<file path="src/rtl/lfsr_step_sequencer.sv">
// Command sequencer for the 14-bit LFSR generator: loads seeds, paces steps with a
// fixed divider and streams each new generator state over a valid/ready port.
module lfsr_step_sequencer #(
    parameter int               WIDTH        = 14,
    parameter int               STEP_DIV     = 4,
    parameter logic [WIDTH-1:0] DEFAULT_SEED = 14'h0001
) (
    input  logic             clk,
    input  logic             rst,
    input  logic             cmd_valid,
    output logic             cmd_ready,
    input  logic [1:0]       cmd_op,
    input  logic [WIDTH-1:0] cmd_arg,
    output logic             gen_load,
    output logic [WIDTH-1:0] gen_seed,
    output logic             gen_step,
    input  logic [WIDTH-1:0] gen_state,
    output logic             out_valid,
    input  logic             out_ready,
    output logic [WIDTH-1:0] out_data,
    output logic             busy,
    output logic             done,
    output logic             cmd_err,
    output logic [15:0]      step_cnt
);

    localparam logic [1:0] OP_LOAD_SEED = 2'd0;
    localparam logic [1:0] OP_RUN_N     = 2'd1;
    localparam logic [1:0] OP_FREE_RUN  = 2'd2;
    localparam logic [1:0] OP_STOP      = 2'd3;

    localparam int CW = (STEP_DIV > 1) ? $clog2(STEP_DIV) : 1;
    localparam logic [CW-1:0] WAIT_LAST = CW'(STEP_DIV - 1);

    typedef enum logic [2:0] {IDLE, LOAD, WAIT, STEP, PRESENT} state_t;

    state_t           state, state_n;
    logic [WIDTH-1:0] remaining, remaining_n;
    logic [WIDTH-1:0] seed_reg, seed_n;
    logic [CW-1:0]    wait_cnt, wait_n;
    logic [15:0]      cnt_n;
    logic             free_run, free_n;
    logic             stop_pend, stop_n;
    logic             done_n, err_n;
    logic             cmd_fire, stop_cmd, bad_cmd, out_fire, run_over;

    always_ff @(posedge clk) begin
        if (rst) begin
            state     <= IDLE;
            remaining <= '0;
            seed_reg  <= '0;
            wait_cnt  <= '0;
            step_cnt  <= '0;
            free_run  <= 1'b0;
            stop_pend <= 1'b0;
            done      <= 1'b0;
            cmd_err   <= 1'b0;
        end else begin
            state     <= state_n;
            remaining <= remaining_n;
            seed_reg  <= seed_n;
            wait_cnt  <= wait_n;
            step_cnt  <= cnt_n;
            free_run  <= free_n;
            stop_pend <= stop_n;
            done      <= done_n;
            cmd_err   <= err_n;
        end
    end

    always_comb begin
        cmd_ready = (state != LOAD);
        gen_load  = (state == LOAD);
        gen_seed  = (state == LOAD) ? seed_reg : '0;
        gen_step  = (state == STEP);
        out_valid = (state == PRESENT);
        out_data  = (state == PRESENT) ? gen_state : '0;
        busy      = (state != IDLE);
    end

    always_comb begin
        state_n     = state;
        remaining_n = remaining;
        seed_n      = seed_reg;
        wait_n      = wait_cnt;
        cnt_n       = step_cnt;
        free_n      = free_run;
        stop_n      = stop_pend;
        done_n      = 1'b0;
        err_n       = 1'b0;
        cmd_fire    = cmd_valid && cmd_ready;
        stop_cmd    = cmd_fire && (cmd_op == OP_STOP);
        bad_cmd     = cmd_fire && (cmd_op != OP_STOP);
        out_fire    = out_valid && out_ready;
        run_over    = !free_run && (remaining == WIDTH'(1));

        // Any non-STOP command arriving while a run is active is swallowed and flagged.
        if (state == WAIT || state == STEP || state == PRESENT) begin
            err_n = bad_cmd;
        end

        case (state)
            IDLE: begin
                stop_n = 1'b0;
                if (cmd_fire) begin
                    case (cmd_op)
                        OP_LOAD_SEED: begin
                            seed_n  = (cmd_arg == '0) ? DEFAULT_SEED : cmd_arg;
                            state_n = LOAD;
                        end
                        OP_RUN_N: begin
                            if (cmd_arg == '0) begin
                                done_n = 1'b1;
                            end else begin
                                remaining_n = cmd_arg;
                                free_n      = 1'b0;
                                wait_n      = '0;
                                state_n     = WAIT;
                            end
                        end
                        OP_FREE_RUN: begin
                            free_n  = 1'b1;
                            wait_n  = '0;
                            state_n = WAIT;
                        end
                        default: ;
                    endcase
                end
            end
            LOAD: state_n = IDLE;
            WAIT: begin
                // No step is in flight yet, so STOP can end the run right away.
                if (stop_cmd) begin
                    state_n = IDLE;
                    done_n  = 1'b1;
                    stop_n  = 1'b0;
                end else if (wait_cnt == WAIT_LAST) begin
                    state_n = STEP;
                end else begin
                    wait_n = wait_cnt + 1'b1;
                end
            end
            STEP: begin
                state_n = PRESENT;
                if (stop_cmd) stop_n = 1'b1;
            end
            PRESENT: begin
                if (out_fire) begin
                    cnt_n = step_cnt + 16'd1;
                    if (!free_run) remaining_n = remaining - 1'b1;
                    if (stop_pend || stop_cmd || run_over) begin
                        state_n = IDLE;
                        done_n  = 1'b1;
                        stop_n  = 1'b0;
                    end else begin
                        state_n = WAIT;
                        wait_n  = '0;
                    end
                end else if (stop_cmd) begin
                    stop_n = 1'b1;
                end
            end
            default: state_n = IDLE;
        endcase
    end

endmodule

</file>
<file path="config.mk">
export PLATFORM = sky130hd
export DESIGN_NAME = lfsr_step_sequencer
export DESIGN_NICKNAME = d
export VERILOG_FILES = /design/src/rtl/lfsr_step_sequencer.sv
export SDC_FILE = /design/constraint.sdc
export NUM_CORES = 1
export LEC_CHECK = 0
export ABC_AREA = 0
export CAP_MARGIN = 20
export CELL_PAD_IN_SITES_DETAIL_PLACEMENT = 2
export CELL_PAD_IN_SITES_GLOBAL_PLACEMENT = 2
export CORE_MARGIN = 3
export CORE_UTILIZATION = 28
export CTS_CLUSTER_SIZE = 16
export DETAILED_ROUTE_END_ITERATION = 10
export GPL_ROUTABILITY_DRIVEN = 0
export HOLD_SLACK_MARGIN = 0.1
export MAX_ROUTING_LAYER = met4
export PLACE_DENSITY_LB_ADDON = 0.1
export SLEW_MARGIN = 15
export SYNTH_ARGS = -nofsm -noshare
export SYNTH_HDL_FRONTEND = slang
export SYNTH_SLANG_ARGS = --single-unit
</file>
<file path="constraint.sdc">
create_clock -name clk -period 5.5 [get_ports clk]
set_input_delay 1.1 -clock clk [delete_from_list [all_inputs] [get_ports clk]]
set_output_delay 1.1 -clock clk [all_outputs]
set_load 0.02 [all_outputs]
</file>
# Yosys cells after proc, flatten, opt, wreduce, memory -nomap -nowiden
# Cells that the tools add are included.
dict set report word_totals {
  inputBits 34
  regBits 53
  out_inout_bits 51
}
dict set report classes {
  n_reduce_logical 26
  n_addsub 3
  bitwise 1
  n_mux 39
  eq_ne 26
}
# cell n
set op_table {}
lappend op_table {{$mux W14} 8}
lappend op_table {{$pmux W14 S2} 1}
lappend op_table {{$ne A2 B2 Y1 const B} 9}
lappend op_table {{$add A16 B1 Y16 const B} 1}
lappend op_table {{$mux W3} 5}
lappend op_table {{$eq A14 B1 Y1 const B} 1}
lappend op_table {{$logic_not A14 Y1} 1}
lappend op_table {{$mux W2} 7}
lappend op_table {{$sub A14 B1 Y14 const B} 1}
lappend op_table {{$pmux W3 S4} 1}
lappend op_table {{$mux W1} 11}
lappend op_table {{$pmux W3 S3} 1}
lappend op_table {{$reduce_and A8 Y1} 1}
lappend op_table {{$eq A2 B2 Y1 const B} 3}
lappend op_table {{$eq A3 B2 Y1 const B} 2}
lappend op_table {{$ne A3 B1 Y1 const B} 2}
lappend op_table {{$ne A3 B2 Y1 const B} 2}
lappend op_table {{$pmux W2 S3} 1}
lappend op_table {{$reduce_and A3 Y1} 2}
lappend op_table {{$reduce_and A6 Y1} 1}
lappend op_table {{$reduce_bool A3 Y1} 2}
lappend op_table {{$logic_and A1 B1 Y1} 5}
lappend op_table {{$reduce_and A5 Y1} 1}
lappend op_table {{$logic_or A1 B1 Y1} 4}
lappend op_table {{20 further kinds} 22}

# Logic depth before layout (Yosys ltp)
# Gate-level depths: netlist of the first run.
dict set report logic_depth {
  ltp_word 8
  mapped_depth 8
  mapped_depth_nobuf 7
}

# Worst setup path before layout of the first run
# Ideal clock, no wire load.
dict set report synth_path {
  path_type {reg-to-output}
  start {reg state[1]}
  end {out out_data[10]}
  required_time_ps 4400
  stages_incl_launch_ff 7
  path_slack_ps 2686
  arrival_time_ps 1714
  cell_sequence {dfxtp_1 buf_2 or3b_1 clkbuf_1 inv_2 clkbuf_1 and2_1}
}
dict set report synth_via {
  elab_chain_cells 2
}
# item line_no
set synth_rtl {}
lappend synth_rtl {{from (decl)} 37} ;# state_t state, state_n;
lappend synth_rtl {{from (signal assigned)} 59} ;# state <= state_n;
lappend synth_rtl {{$eq A3 B3 Y1} -}
lappend synth_rtl {{via out_valid} 18} ;# output logic out_valid,
lappend synth_rtl {{$mux W14} 77} ;# out_data = (state == PRESENT) ? gen_state : '0;
lappend synth_rtl {{to (decl)} 20} ;# output logic [WIDTH-1:0] out_data,
# The timed path passes the listed nets, and every way through them passes these cells.

# Final worst setup path of the first run
dict set report layout_path {
  start {reg state[2]}
  end {out out_data[9]}
}
dict set report layout_via {
  elab_chain_cells 2
}
# item line_no
set layout_rtl {}
lappend layout_rtl {{$eq A3 B3 Y1} 77}
lappend layout_rtl {{$mux W14} 77}
# Every way passes these cells.

==> impl_metrics.toml, run 1 <==
[logic_synthesis]
syn-num-nets = 430
avgSynthCellArea_um2 = 7.60
synth_warnings = 0
synth_flop_cell = "dfxtp_1"
synthCells = 388
synth.distinct_cells = 56
synthArstFlopShare = 0
synth-seq-cells = 53
synth_area_um2 = 2950
synth_edf_count = 0
yosysSeqAreaShare = 0.360

[placement]
port_buffers = 84
dpl.hpwl_mm = 7.72
pre_cts_slack_ns = 1.91

[cts]
htree_levels = 2
cts_made_buffers = 5
cts_sinks = 53
cts_resized = 0
clockRootBuffer = "clkbuf_8"
cts_setup_buffers = 0
cts_buffer_depth = 2
worstSkewPairLatency_ns = 0.32
hold_buffers = 0
cts_tree = "yes"
clk_pin_slew_ns = 0.12

[final_layout]
antenna_cells = 0
final_common_cell = "clkdlybuf4s50_1"
areaGrowthSynthToFinish_pct = 34.9
drive_gt1_frac = 0.0457
final_cell_mix = "clkdlybuf4s50_1 (83), nand2_1 (56), dfxtp_1 (53)"
largest_reg_flops = 16
fin_nets = 501

[power]
leakage_uw = 0.00140
powerDensity_nw_per_um2 = 217
ir_drop_mv = 0.109

[die]
dieArea_um2 = 11800
fp.coreArea_um2 = 10000
num_rows = 36
initial_core_util = 0.295
die_w_um = 109
die_height_um = 109
io_pins = 85

[sta]
finalHoldViolations = 0
worst_pin_slew_ns = 0.806
layout_min_cycle_time_ns = 3.94
fin_crit_sh = 0.716
maxSlewHeadroom = 0.460
fin_ws_ns = 1.56
slew_viol_final = 0
fmax_ghz = 0.254
finClkSkew_ns = 0.0153
setup_viol = 0
fin_tns_setup_ns = 0
rsz0062_at_grt = "false"

[grt]
antenna_found_initial = 0
grt_max_degree = 55
track_usage = 0.180
overflow = 0
grt_pass1_vias = 3310
grt_pass1_wl_mm = 16.6

[worst_hold_path]
hp-class = "flip-flop to flip-flop"

[detailed_routing]
detail_route.first_pass.iterations = 4
vias_per_cell = 5.21
first_iter_violations = 112
drc = 0
drt_wl_total_mm = 10.2
drtAntennaViolNets = 0
wl_per_cell_um = 17.2
route.vias.total = 3092

[setup_path]
cp_max_fo = 35
cp-start-kind = "flip-flop"
required_ns = 4.40
cp.arrival_ns = 2.84
crit_path_end_kind = "primary output"
critPathKind = "flip-flop to primary output"

[job]
max-cap-violations = 0

[outcome]
status = "finished, final reports clean"
[power breakdown]
group          switching [uW]  total [uW]  internal (uW)
combinational             114         194           79.4
clock                     150         243           93.4
sequential               25.0         425            400
[cells in the mapped netlist, types with 2 or more instances]
| cell | n | area share |
|---|---|---|
| a211oi_1 | 3 | 0.0076 |
| a21o_1 | 2 | 0.0051 |
| a21oi_1 | 40 | 0.068 |
| a31oi_1 | 2 | 0.0042 |
| and2_1 | 29 | 0.062 |
| and3_1 | 4 | 0.0085 |
| and4_1 | 3 | 0.0089 |
| buf_2 | 3 | 0.0051 |
| clkbuf_1 | 19 | 0.024 |
| dfxtp_1 | 53 | 0.36 |
| ha_1 | 8 | 0.034 |
| inv_1 | 7 | 0.0089 |
| inv_2 | 3 | 0.0038 |
| nand2_1 | 56 | 0.071 |
| nand2b_1 | 5 | 0.011 |
| nand3_1 | 13 | 0.022 |
| nand4_1 | 8 | 0.017 |
| nor2_1 | 37 | 0.047 |
| nor3_1 | 9 | 0.015 |
| nor3b_1 | 2 | 0.0051 |
| nor4_1 | 8 | 0.017 |
| o2111ai_1 | 2 | 0.0059 |
| o211ai_1 | 2 | 0.0051 |
| o21ai_0 | 10 | 0.017 |
| o21ai_1 | 7 | 0.012 |
| o31a_1 | 2 | 0.0059 |
| o31ai_1 | 6 | 0.015 |
| o41ai_1 | 2 | 0.0059 |
| or3_1 | 2 | 0.0042 |
| or4_1 | 3 | 0.0076 |
| xnor2_1 | 4 | 0.012 |
| xor2_1 | 10 | 0.030 |
[path summary, 6_finish.rpt]
check / startpoint / end / slack (ns) / depth (start not counted)
max: state[2] / out_data[9] / 1.56 / 5
min: seed_reg[10] / seed_reg[10] / 0.46 / 2
max reg2reg: state[0] / wait_cnt[1] / 2.90 / 6
min reg2reg: seed_reg[10] / seed_reg[10] / 0.46 / 2
[critical path: stages (launching register included)]
cell and delay [ns]:
dfxtp_1 0.67, or3b_1 0.39, buf_4 0.25, inv_2 0.37, and2_1 0.20, clkdlybuf4s50_1 0.60
[logic make-up (layout without fill, tap and decap cells)]
| logic type | Yosys count | after routing | synth area share |
|---|---|---|---|
| mux | 1 | 1 | 0.00340 |
| buf+inv | 33 | 105 | 0.0433 |
| simple gates | 190 | 190 | 0.333 |
| xor+xnor | 14 | 14 | 0.0416 |
| flops | 53 | 53 | 0.360 |
| fa+ha+maj | 8 | 8 | 0.0340 |
| compound gates | 89 | 89 | 0.185 |
[metal layers]
metal / wire length [um] / up-vias / GRT usage
li1: - / 1505 / -
met1: 4520 / 1513 / 0.217
met2: 5230 / 69 / 0.320
met3: 371 / 5 / 0.0275
met4: 73 / 0 / 0.0334
met5: 0 / - / -
[metrics by stage]
step           utilization  hold slack, ns  area (um2)  cells  total power (uW)
3_3_place_gp         0.388           0.444        3880    585               622
3_5_place_dp         0.388           0.452        3880    585               629
5_1_grt              0.398           0.486        3980    593               912
6_report             0.398           0.461        3980    593               862
4_1_cts              0.398           0.467        3980    593               873
2_1_floorplan            -           0.432        2950    388               544
[final cells by class]
type                       count  area [um2]
tap                          133         166
sequential                    53        1060
multi-input combinational    302        1760
clock buffer                   5        68.8
inverter                      10        37.5
timing repair buffer          87         858
clock inverter                 3        25.0
fill                        1185        6020
(Power assumes the default switching activity.)
==> inputs of run 2 (changes only) <==
Settings changed: CORE_UTILIZATION 28 to 24.
Clock period 5.5 ns to 3.3 ns, I/O delays scaled along.
==> run 2 against run 1 <==
Compared with the run above: worst hold slack lost 0.0039 ns; non-clock buffer count grew 8; register-to-register slack lost 1.8 ns; sequential share of layout area shrank 0.84 points; power grew 88%; core utilization shrank 4.7 points; critical endpoint is now out_data[10]; largest power group unchanged.
==> impl_metrics.toml, run 2 (synthesis results as in run 1) <==
[grt]
grt_pass1_wl_mm = 17.7
grt_pass1_vias = 3307
track_usage = 0.171
grt_max_degree = 35
antenna_found_initial = 0
overflow = 0

[setup_path]
slowest_stage = "clkdlybuf4s50_1"
r2r_start = "state[2]"
r2r_cells = 6
crit_path_end_kind = "primary output"
cp-start-kind = "flip-flop"
slowest_delay_ns = 0.63
worstReg2RegEnd = "wait_cnt[1]"
cp.arrival_ns = 2.33
cp_cell_sequence = "or3b_1 > inv_2 > and2_1 > clkdlybuf4s50_1"
cp_max_fo = 20
r2r_setup_slack_ns = 1.13
critPathKind = "flip-flop to primary output"
required_ns = 2.64

[worst_hold_path]
whs_path_depth = 2
whs_endpoint = "seed_reg[10]"
hp-class = "flip-flop to flip-flop"
hp-start = "seed_reg[10]"

[final_layout]
drive_gt1_frac = 0.0620
fin_nets = 509
antenna_cells = 0
final_common_cell = "clkdlybuf4s50_1"
stdcell_count = 611
fillers = 1353
final_cell_mix = "clkdlybuf4s50_1 (83), nand2_1 (56), dfxtp_1 (53)"
largest_reg_flops = 16
areaGrowthSynthToFinish_pct = 39.3
finish.utilization = 0.351

[job]
max-cap-violations = 0

[cts]
cts_tree = "yes"
htree_levels = 2
worstSkewPairLatency_ns = 0.30
hold_buffers = 0
cts_buffer_depth = 2
cts_made_buffers = 5
cts_sinks = 53
cts_setup_buffers = 0
clockRootBuffer = "clkbuf_16"
cts_resized = 0
clk_pin_slew_ns = 0.08

[detailed_routing]
first_iter_violations = 136
drt_wl_total_mm = 11.1
drc = 0
route.vias.total = 3158
drtAntennaViolNets = 0
vias_per_cell = 5.17
detail_route.first_pass.iterations = 4
wl_per_cell_um = 18.1

[sta]
hold_slack_ns = 0.457
finClkSkew_ns = 0.00809
worst_pin_slew_ns = 0.600
slew_viol_final = 0
maxSlewHeadroom = 0.599
rsz0062_at_grt = "false"
fin_tns_setup_ns = 0
setup_viol = 0
finalHoldViolations = 0
fin_crit_sh = 0.906
layout_min_cycle_time_ns = 2.99
fmax_ghz = 0.334

[placement]
dpl.hpwl_mm = 8.48
dp_cells = 603
port_buffers = 84

[die]
fp.coreArea_um2 = 11700
num_rows = 39
dieArea_um2 = 13600
die_w_um = 117
initial_core_util = 0.252
die_height_um = 117
io_pins = 85

[power]
powerDensity_nw_per_um2 = 394
ir_drop_mv = 0.165
power_uw = 1620
leakage_uw = 0.00147

[outcome]
status = "finished, final reports clean"
==> run 2: cell count changes in the layout (fill, tap and decap cells not counted) <==
cell / delta
clkinv_4: +1
inv_6: -1
buf_4: +8
clkbuf_16: +5
clkbuf_8: -5
==> run 2: critical path: cells and delay by family (launching register included) <==
family	cells	cell delay (ns)
AND/OR/NAND/NOR	2	0.60
flip-flops	1	0.51
buffers and inverters	2	0.92
==> run 2: stage by stage <==
stage                     setup WS, ns  cell area (um2)
after CTS                        0.267             4110
after detailed placement         0.537             3960
final                            0.310             4110
after global placement           0.544             3960
after global routing             0.177             4110
after floorplan                  0.926             2950
==> run 2: area by class of cell <==
cell class | count | area [um2] | area share
inverter | 10 | 37.5 | 0.00914
tap | 143 | 179 | 0.0436
multi-input combinational | 302 | 1760 | 0.429
clock inverter | 3 | 25.0 | 0.00610
timing repair buffer | 95 | 918 | 0.224
sequential | 53 | 1060 | 0.258
clock buffer | 5 | 125 | 0.0305
==> run 2: how the worst max path moves through the flow <==
stage / from / to / slack, ns / depth (start not counted)
final: state[2] / out_data[10] / 0.31 / 4
after global routing: state[2] / out_data[10] / 0.18 / 4
after CTS: state[2] / out_data[10] / 0.27 / 4
after detailed placement: out_ready / step_cnt[15] / 0.54 / 6
after global placement: out_ready / step_cnt[15] / 0.54 / 6
after floorplan: state[1] / out_data[10] / 0.93 / 6
==> run 2: routing by layer <==
metal / GRT usage / up-vias / part of all wire / wire length [um]
met5: - / - / 0 / 0
met4: 0.0413 / 0 / 0.011 / 127
met3: 0.0298 / 9 / 0.035 / 390
met2: 0.295 / 59 / 0.50 / 5500
met1: 0.209 / 1572 / 0.46 / 5050
li1: - / 1518 / - / -
==> run 2: report_power, final <==
group | switching, uW | internal (uW)
clock | 278 | 287
combinational | 219 | 144
sequential | 23.2 | 666
total | 520 | 1100
==> inputs of run 3 (changes only) <==
==> constraint.sdc (replaced) <==
create_clock -name clk -period 3.3 [get_ports clk]
set_input_delay 0.33 -clock clk [delete_from_list [all_inputs] [get_ports clk]]
set_output_delay 0.33 -clock clk [all_outputs]
set_load 0.02 [all_outputs]
==> run 3 against run 2 <==
Compared with the run above: sequential share of layout area increased by 0.25 points; fmax increased by 2.8%; power decreased by 1.6%; critical endpoint is now out_data[7]; clock-buffer cell count unchanged; core utilization decreased by 0.34 points; largest power group unchanged; flip-flop and latch count unchanged; worst hold slack got worse by 0.0051 ns; final cell count decreased by 0.82%; sequential power increased by 0.7%.
==> impl_metrics.toml, run 3 (synthesis results as in run 1) <==
[final_layout]
antenna_cells = 0
fillers = 1380
finish.utilization = 0.347
areaGrowthSynthToFinish_pct = 37.9
fin_nets = 504
final_common_cell = "clkdlybuf4s50_1"
drive_gt1_frac = 0.0518
final_cell_mix = "clkdlybuf4s50_1 (83), nand2_1 (56), dfxtp_1 (53)"
largest_reg_flops = 16

[cts]
cts_sinks = 53
cts_made_buffers = 5
cts_setup_buffers = 0
htree_levels = 2
worstSkewPairLatency_ns = 0.30
clk_pin_slew_ns = 0.08
cts_resized = 0
cts_buffer_depth = 2
clockRootBuffer = "clkbuf_16"
cts_tree = "yes"
hold_buffers = 0

[setup_path]
critPathLaunch = "state[2]"
r2r_setup_slack_ns = 0.98
cp_max_fo = 26
cp-start-kind = "flip-flop"
cp_cell_sequence = "or3b_1 > inv_2 > and2_1 > clkdlybuf4s50_1"
crit_path_end_kind = "primary output"
worstReg2RegEnd = "step_cnt[9]"
required_ns = 2.97
cpLargestDelayFamily = "buffers and inverters"
slowest_delay_ns = 0.65
slowest_stage = "dfxtp_1"
worst-path-buf-inv = 2
cp.arrival_ns = 2.58
critPathKind = "flip-flop to primary output"
r2r_start = "state[2]"
r2r_cells = 5

[sta]
worst_pin_slew_ns = 0.685
layout_min_cycle_time_ns = 2.91
rsz0062_at_grt = "false"
maxSlewHeadroom = 0.539
fin_crit_sh = 0.882
fin_tns_setup_ns = 0
hold_slack_ns = 0.452
slew_viol_final = 0
setup_viol = 0
finClkSkew_ns = 0.0102
fin_ws_ns = 0.390
fmax_ghz = 0.344
finalHoldViolations = 0

[detailed_routing]
drc = 0
wl_per_cell_um = 17.6
route.vias.total = 3138
first_iter_violations = 106
drtAntennaViolNets = 0
vias_per_cell = 5.18
detail_route.first_pass.iterations = 4
drt_wl_total_mm = 10.7

[worst_hold_path]
whs_path_depth = 2
hp-class = "flip-flop to flip-flop"
whs_endpoint = "seed_reg[10]"
hp-start = "seed_reg[10]"

[placement]
port_buffers = 84
pre_cts_slack_ns = 0.738
dpl.hpwl_mm = 8.09

[power]
leakage_uw = 0.00144
power_uw = 1590
ir_drop_mv = 0.161
powerDensity_nw_per_um2 = 392

[die]
fp.coreArea_um2 = 11700
die_height_um = 117
initial_core_util = 0.252
io_pins = 85
dieArea_um2 = 13600
num_rows = 39
die_w_um = 117

[grt]
overflow = 0
antenna_found_initial = 0
grt_max_degree = 35
grt_pass1_wl_mm = 17.4
track_usage = 0.166
grt_pass1_vias = 3319

[outcome]
status = "finished, final reports clean"

[job]
max-cap-violations = 0
==> run 3: cell types whose count changed in the layout (fill, tap and decap cells not counted), sizes merged <==
cell	before	now
buf	12	7
clkinvlp	1	3
clkinv	1	0
inv	11	10
==> run 3: stage by stage <==
| step | instances | cell area [um2] |
|---|---|---|
| after global placement | 598 | 3920 |
| final | 606 | 4070 |
| after CTS | 606 | 4070 |
| after detailed placement | 598 | 3920 |
| after global routing | 606 | 4070 |
| after floorplan | 388 | 2950 |
==> run 3: report_power, final <==
group / internal, uW / switching [uW] / total (uW)
registers: 666 / 28.1 / 694
logic: 138 / 210 / 349
clock network: 282 / 267 / 549
==> run 3: routing by layer <==
layer | track usage | wire length [um]
met1 | 0.203 | 4800
met4 | 0.0344 | 117
met2 | 0.289 | 5380
met5 | - | 0
met3 | 0.0288 | 380
==> run 3: final cells by class <==
class	instances	area (um2)	share of cell area
tap	143	179	0.0440
multi-input combinational	302	1760	0.433
clock inverter	3	22.5	0.00554
inverter	10	37.5	0.00923
timing repair buffer	90	881	0.217
clock buffer	5	125	0.0308
sequential	53	1060	0.261
==> run 3: how the worst max path moves through the flow <==
stage	end	slack, ns	depth (start not counted)
2_1_floorplan	out_data[10]	1.26	6
3_3_place_gp	out_data[12]	0.82	4
3_5_place_dp	out_data[10]	0.74	4
4_1_cts	out_data[10]	0.39	4
5_1_grt	out_data[4]	0.21	4
6_report	out_data[7]	0.39	4
==> run 3: tightest hold or removal path, stage by stage, from the launching register on <==
cell and delay [ns]:
dfxtp_1 0.31, nand2_1 0.05, a21oi_1 0.05
